<file path="config.mk">
export PLATFORM = sky130hd
export DESIGN_NAME = pipe_frame_ctrl
export DESIGN_NICKNAME = d
export VERILOG_FILES = /design/src/rtl/pipe_frame_ctrl.sv
export SDC_FILE = /design/constraint.sdc
export NUM_CORES = 1
export LEC_CHECK = 0
export ABC_AREA = 1
export CAP_MARGIN = 20
export CORE_MARGIN = 5
export CORE_UTILIZATION = 34
export CTS_BUF_LIST = sky130_fd_sc_hd__clkbuf_4 sky130_fd_sc_hd__clkbuf_8
export CTS_CLUSTER_DIAMETER = 60
export DETAILED_ROUTE_END_ITERATION = 8
export HOLD_SLACK_MARGIN = 0.12
export PLACE_DENSITY_LB_ADDON = 0.15
export SKIP_CTS_REPAIR_TIMING = 1
export SYNTH_ARGS = -nofsm -noshare
export SYNTH_HDL_FRONTEND = slang
export SYNTH_SLANG_ARGS = --single-unit
</file>
<file path="constraint.sdc">
create_clock -name clk -period 1.6 [get_ports clk]
set_input_delay 0.32 -clock clk [delete_from_list [all_inputs] [get_ports clk]]
set_output_delay 0.32 -clock clk [all_outputs]
set_load 0.01 [all_outputs]
</file>
<file path="src/rtl/pipe_frame_ctrl.sv">
// Frame controller wrapped around a streaming pipeline core: resets the core,
// gates a fixed number of tokens in and out per frame, and aborts on a stall.
module pipe_frame_ctrl #(
    parameter int DATA_W     = 64,
    parameter int IN_TOKENS  = 76800,
    parameter int OUT_TOKENS = 76800,
    parameter int RST_CYCLES = 4,
    parameter int TIMEOUT    = 1048576
) (
    input  logic                              clk,
    input  logic                              rst_n,

    input  logic                              start,
    output logic                              busy,
    output logic                              done,
    output logic                              error,

    input  logic                              in_valid,
    output logic                              in_ready,
    input  logic [DATA_W-1:0]                 in_data,

    output logic                              out_valid,
    input  logic                              out_ready,
    output logic [DATA_W-1:0]                 out_data,

    output logic                              pipe_reset,
    output logic                              pipe_in_valid,
    input  logic                              pipe_in_ready,
    output logic [DATA_W-1:0]                 pipe_in_data,
    input  logic                              pipe_out_valid,
    output logic                              pipe_out_ready,
    input  logic [DATA_W-1:0]                 pipe_out_data,

    output logic [$clog2(IN_TOKENS+1)-1:0]    in_count,
    output logic [$clog2(OUT_TOKENS+1)-1:0]   out_count,
    output logic [1:0]                        o_dbg_state
);

    localparam int IW = $clog2(IN_TOKENS + 1);
    localparam int OW = $clog2(OUT_TOKENS + 1);
    localparam int RW = $clog2(RST_CYCLES + 1);
    localparam int TW = $clog2(TIMEOUT + 1);

    localparam logic [IW-1:0] IN_MAX   = IW'(IN_TOKENS);
    localparam logic [OW-1:0] OUT_MAX  = OW'(OUT_TOKENS);
    localparam logic [OW-1:0] OUT_LAST = OW'(OUT_TOKENS - 1);
    localparam logic [RW-1:0] RST_LAST = RW'(RST_CYCLES - 1);
    localparam logic [TW-1:0] TO_LAST  = TW'(TIMEOUT - 1);

    typedef enum logic [1:0] {
        S_IDLE  = 2'd0,
        S_RESET = 2'd1,
        S_RUN   = 2'd2,
        S_DONE  = 2'd3
    } state_t;

    state_t          r_state;
    logic [IW-1:0]   r_in_cnt;
    logic [OW-1:0]   r_out_cnt;
    logic [RW-1:0]   r_rst_cnt;
    logic [TW-1:0]   r_to_cnt;
    logic            r_busy;
    logic            r_done;
    logic            r_error;
    logic            r_pipe_reset;

    logic            w_in_open;
    logic            w_out_open;
    logic            w_in_hs;
    logic            w_out_hs;

    // Handshakes are valid/ready: a token moves on a cycle where both are high;
    // the gates only pass valid/ready while the frame still wants tokens and
    // are forced closed while rst_n is low.
    assign w_in_open  = rst_n && (r_state == S_RUN) && (r_in_cnt < IN_MAX);
    assign w_out_open = rst_n && (r_state == S_RUN) && (r_out_cnt < OUT_MAX);

    assign pipe_in_valid  = in_valid && w_in_open;
    assign in_ready       = pipe_in_ready && w_in_open;
    assign pipe_in_data   = in_data;

    assign out_valid      = pipe_out_valid && w_out_open;
    assign pipe_out_ready = out_ready && w_out_open;
    assign out_data       = pipe_out_data;

    assign w_in_hs  = in_valid && in_ready;
    assign w_out_hs = out_valid && out_ready;

    always_ff @(posedge clk) begin
        if (!rst_n) begin
            r_state      <= S_IDLE;
            r_in_cnt     <= '0;
            r_out_cnt    <= '0;
            r_rst_cnt    <= '0;
            r_to_cnt     <= '0;
            r_busy       <= 1'b0;
            r_done       <= 1'b0;
            r_error      <= 1'b0;
            r_pipe_reset <= 1'b1;
        end else begin
            r_done <= 1'b0;
            case (r_state)
                S_IDLE: begin
                    if (start) begin
                        r_state   <= S_RESET;
                        r_in_cnt  <= '0;
                        r_out_cnt <= '0;
                        r_rst_cnt <= '0;
                        r_to_cnt  <= '0;
                        r_error   <= 1'b0;
                        r_busy    <= 1'b1;
                    end
                end
                S_RESET: begin
                    if (r_rst_cnt == RST_LAST) begin
                        r_state      <= S_RUN;
                        r_pipe_reset <= 1'b0;
                    end else begin
                        r_rst_cnt <= r_rst_cnt + RW'(1);
                    end
                end
                S_RUN: begin
                    if (w_in_hs) begin
                        r_in_cnt <= r_in_cnt + IW'(1);
                    end
                    // A handshake on the expiry cycle wins over the timeout.
                    if (w_out_hs) begin
                        r_out_cnt <= r_out_cnt + OW'(1);
                        r_to_cnt  <= '0;
                        if (r_out_cnt == OUT_LAST) begin
                            r_state      <= S_DONE;
                            r_busy       <= 1'b0;
                            r_done       <= 1'b1;
                            r_pipe_reset <= 1'b1;
                        end
                    end else if (r_to_cnt == TO_LAST) begin
                        r_state      <= S_IDLE;
                        r_error      <= 1'b1;
                        r_busy       <= 1'b0;
                        r_pipe_reset <= 1'b1;
                    end else begin
                        r_to_cnt <= r_to_cnt + TW'(1);
                    end
                end
                S_DONE: begin
                    r_state <= S_IDLE;
                end
                default: begin
                    r_state <= S_IDLE;
                end
            endcase
        end
    end

    assign busy        = r_busy;
    assign done        = r_done;
    assign error       = r_error;
    assign pipe_reset  = r_pipe_reset;
    assign in_count    = r_in_cnt;
    assign out_count   = r_out_cnt;
    assign o_dbg_state = r_state;

endmodule

</file>
* Word-level counts from Yosys, hierarchy flattened *
Cells that the tools add are included.

cells by class
  $add $sub $neg = 4
  order comparisons = 2
  equal/unequal tests = 16
  multiplexer cells = 32
  reduce and logical (&&, ||, !) cells = 22

operators by type and width
  kind                   number
  $pmux 17 s2            2
  $mux 21                3
  $mux 17                3
  $pmux 21 s2            1
  $add 17x1->17 const B  2
  $lt 17x17->1 const B   2
  $add 21x1->21 const B  1
  $eq 21x20->1 const B   1
  $eq 17x17->1 const B   1
  $reduce_and 4->1       4
  $reduce_and 3->1       5
  $ne 2x2->1 const B     6
  $mux 1                 11
  $mux 2                 5
  $logic_and 1x1->1      9
  $pmux 2 s4             1
  $mux 3                 2
  $ne 3x2->1 const B     2
  $pmux 1 s2             3
  $pmux 3 s2             1
  $reduce_bool 2->1      3
  $eq 2x2->1 const B     2
  $add 3x1->3 const B    1
  $eq 3x2->1 const B     1
  other kinds (4)        4

word-level totals
  bits in registers = 64
  input port bits = 135
  logic and storage cells = 85

* Logic depth before layout (Yosys ltp) *
  depth after elaboration = 7
  depth in mapped cells = 12
  gate-level depth less buffers = 11

* Worst setup path before layout *
No wires, ideal clock.

  path type = register to register
  start point = register r_to_cnt[0]
  end point = register r_to_cnt[11]
  library setup time = 0.132 ns
  arrival = 1.508 ns
  required time = 1.468 ns
  slack = -0.041 ns
  stages on the path, launching flop included = 9
  path buffers = 0
  clock period less this slack = 1.641 ns
  cells stage by stage = dfxtp_1 ha_1 nand2_1 nor2_1 nand4_1 nor3_1 nand2_2 nand3_1 a21oi_1

on the way
  longest elaborated chain between the ends = 4

RTL lines
  item                    line  RTL
  from (decl)             61    logic [TW-1:0] r_to_cnt;
  from (signal assigned)  142   r_to_cnt <= r_to_cnt + TW'(1);
  $add 21x1->21           142
  $mux 21                 136   end else if (r_to_cnt == TO_LAST) begin
  $mux 21                 127   if (w_out_hs) begin
  $pmux 21 s2             102   case (r_state)

Parallel ways exist; a longest one is shown, timed or not. The select of a mux whose other input is x is not followed.
A chain may end at the register's enable or synchronous reset.

* Worst setup path in the final report *
  start point = register r_out_cnt[14] (netlist: out_count[14])
  end point = register r_out_cnt[7] (netlist: out_count[7])

on the way
  longest elaborated chain between the ends = 6

RTL lines
  item                        line  RTL
  from (decl)                 59    logic [OW-1:0] r_out_cnt;
  from (signal assigned)      128   r_out_cnt <= r_out_cnt + OW'(1);
  $lt 17x17->1                76    assign w_out_open = rst_n && (r_state == S_RUN) && (r_out_cnt < OUT_MAX);
  $logic_and 1x1->1           76
  $logic_and 1x1->1           82    assign out_valid = pipe_out_valid && w_out_open;
  $logic_and 1x1->1           87    assign w_out_hs = out_valid && out_ready;
  $ne 2x2->1 (no line)        -
  $reduce_and 3->1 (no line)  -

No other way between the ends.

==> flow_summary.json <==
{
  "layout_commonest_cell": "nand2_1",
  "tritoncts": "yes",
  "post_drt_wl_per_cell_um": 14.64,
  "path_buf_inv": 3,
  "gp_congestion": 0.8746,
  "finalMaxSlewViolations": 0,
  "setup-tns-final_ps": -1942,
  "fin_util_pct": 46.48,
  "hold_path_end": "o_dbg_state[0]$_SDFFE_PN0P_",
  "syn-cell-area_um2": 4778,
  "fin_skew_ps": 11.07,
  "critical-path-top-delay-family": "simple AND/OR/NAND/NOR gates",
  "core_um2": 13830,
  "worst_path_max_delay_cell": "dfxtp_2",
  "synth_edf_count": 0,
  "drt_iter0_markers": 159,
  "r2r-start": "out_count[14]$_SDFFE_PN0P_",
  "synth_cells": 719,
  "clockBufferDepth": 2,
  "rsz0062_at_grt": "true",
  "yosysUniqueCellTypes": 41,
  "clock-sinks": 64,
  "fmax_mhz": 583.0,
  "required_ps": 1860,
  "sw_frac_of_total_pct": 36.25,
  "hold_viol_final": 0,
  "clockRootBuffer": "clkbuf_8",
  "layout.cells.non_filler": 934,
  "clk-insertion-delay-late_ps": 360,
  "crit_path_end_kind": "flip-flop",
  "grt_pass1_vias": 4342,
  "pwr-share-seq_pct": 28.1,
  "violations": "setup timing",
  "max-cap-violations": 0,
  "combPwrFrac_pct": 43.5,
  "syn2layout_area_growth_pct": 34.51,
  "async_reset_ff_share_pct": 0,
  "io_pins": 307,
  "hold_depth": 4,
  "p_int_mw": 3.978,
  "cp_cell_sequence": "nor2_2 > nor2_2 > nor2_4 > buf_6 > nand4_4 > nand2_8 > buf_12 > buf_12 > nand2_4 > nand2_2 > o21ai_2 > o21a_1",
  "drc_errors": 0,
  "power_mw": 6.241,
  "io_buffers": 50,
  "clk_pin_slew_ps": 80,
  "r2r-end": "out_count[7]$_SDFFE_PN0P_",
  "leakage_nw": 3.199,
  "vias": 4550,
  "crit_arrival_ps": 1980,
  "path_class": "flip-flop to flip-flop",
  "fp.dieW_um": 128.6,
  "yosysWarnings": 0,
  "grt_max_degree": 24,
  "rows": 43,
  "status": "finished with violations",
  "grt_overflow": 0,
  "n_fill_cell": 1414,
  "die-area_um2": 16530,
  "hold_start": "rst_n",
  "ys_seq_area_share_pct": 26.81,
  "slowest_delay_ps": 330,
  "worstHoldPathType": "input pin to flip-flop",
  "initial_core_util_pct": 34.56,
  "drt_pass1_iterations": 4,
  "reg2reg_depth": 12,
  "r2r_slack_ps": -120,
  "fin_crit_ps": 1715,
  "cts_inserted_buffers": 9,
  "pre_cts_ws_ps": -641.1,
  "start_kind": "flip-flop",
  "power_density_nw_per_um2": 971.0,
  "yosys_most_used_dff": "dfxtp_1",
  "drive_above_1_share_pct": 38.99,
  "power.switching_mw": 2.263,
  "nNetsFinal": 889,
  "antenna_cells": 0,
  "dp.cells": 904,
  "max_slew.worst_pin.slew_ps": 394.2,
  "hpwlAfterDp_um": 9782,
  "track_usage_pct": 15.55,
  "crit_path_max_fanout": 5,
  "fin_ws_ps": -115.2,
  "h-tree-depth": 3,
  "viasPerCell": 4.872,
  "syn_avg_cell_area_um2": 6.646,
  "ant_nets": 0,
  "post-route-period-util_pct": 107.2,
  "relSlewSlack_pct": 73.72,
  "fp.dieH_um": 128.6,
  "final_cell_mix": "99 x nand2_1, 92 x buf_4, 76 x nor2_1",
  "syn_nets": 859,
  "clkPwrFrac_pct": 28.4,
  "ir_drop_mv": 0.5744,
  "routed_wl_um": 13670,
  "ys_ff_latch": 64,
  "antenna_found_initial": 0,
  "setup_violations": 40,
  "grt_pass1_wl_um": 20940
}
state kept, by name, summed over array words and instances, names as in the netlist:
| name | cells |
|---|---|
| o_dbg_state | 2 |
| done | 1 |
| out_count | 17 |
| busy | 1 |
| pipe_reset | 1 |
| error | 1 |
| r_to_cnt | 21 |
| in_count | 17 |
| r_rst_cnt | 3 |
per-layer routing:
metal	up-vias	part of all wire, %	track usage (%)
li1	2233	-	-
met1	2124	40	17.70
met2	145	50	26.33
met3	48	6.7	6.517
met4	0	2.7	5.312
met5	-	0	0
area by class of cell:
type / instances / area [um2] / area share [%]
clock inverters: 5 / 103.9 / 1.616
flip-flops and latches: 64 / 1315 / 20.46
clock buffers: 11 / 145.1 / 2.258
repair buffers: 164 / 1603 / 24.94
inverters: 67 / 259.0 / 4.030
multi-input cells: 443 / 2776 / 43.20
well taps: 180 / 225.2 / 3.504
logic make-up (layout without fill, tap and decap cells):
logic type	after synthesis	count (layout)	share of synthesized area, %
XOR/XNOR	20	20	3.666
AO/OA/AOI/OAI	81	81	9.034
adder cells (fa/ha/maj)	5	5	1.309
flip-flops	64	64	26.81
buffers and inverters	212	247	27.42
AND/OR/NAND/NOR	337	337	31.76
Yosys cell counts, types with 2 or more instances:
library cell  count  share of area [%]
nand4_1          13                1.7
nand2_2           3               0.39
nand2_1         138                 11
ha_1              5                1.3
inv_2             4               0.31
buf_6             2               0.47
nand3b_1          2               0.31
xnor2_1           4               0.73
nand3_2           4               0.84
o21a_1            3               0.47
nand3_1          60                6.3
clkbuf_1          7               0.55
nor2_2            3               0.39
buf_2             2               0.21
o21ai_0          13                1.4
inv_1            63                4.9
nor2_1           89                7.0
a21oi_1          57                6.0
nor2_4            3               0.71
dfxtp_1          64                 27
buf_4           132                 21
nor3_1           13                1.4
xor2_1           16                2.9
and2_1            2               0.26
tightest hold or removal path, stage by stage:
cell	delay, ps
dlymetal6s2s_1	160
buf_4	190
nand2_1	70
nor2_1	30
power by group through the flow:
stage | combinational, mW | sequential [mW] | clock, mW
2_1_floorplan | 1.27 | 1.82 | 0
3_3_place_gp | 1.81 | 1.77 | 0
3_5_place_dp | 1.83 | 1.78 | 0
4_1_cts | 1.84 | 1.74 | 1.83
5_1_grt | 2.91 | 1.77 | 1.91
6_report | 2.71 | 1.76 | 1.77
worst max-delay path by stage:
stage                               startpoint                         to  slack, ps  depth (start not counted)
finish              out_count[14]$_SDFFE_PN0P_  out_count[7]$_SDFFE_PN0P_       -120                         12
global route        out_count[14]$_SDFFE_PN0P_  out_count[7]$_SDFFE_PN0P_       -220                         12
CTS                                      rst_n              pipe_in_valid       -660                          6
detailed placement                       rst_n              pipe_in_valid       -640                          6
global placement                         rst_n                   in_ready       -670                          6
floorplan            out_count[0]$_SDFFE_PN0P_          busy$_SDFFE_PN0P_          5                          9
metrics by stage:
stage          hold slack, ps  instance area (um2)
2_1_floorplan           425.7                 4783
3_3_place_gp            440.3                 5214
3_5_place_dp            444.6                 5214
4_1_cts                 455.5                 5463
5_1_grt                 464.3                 6427
6_report                446.8                 6427
Note: power is estimated with default switching activity, not from simulation.
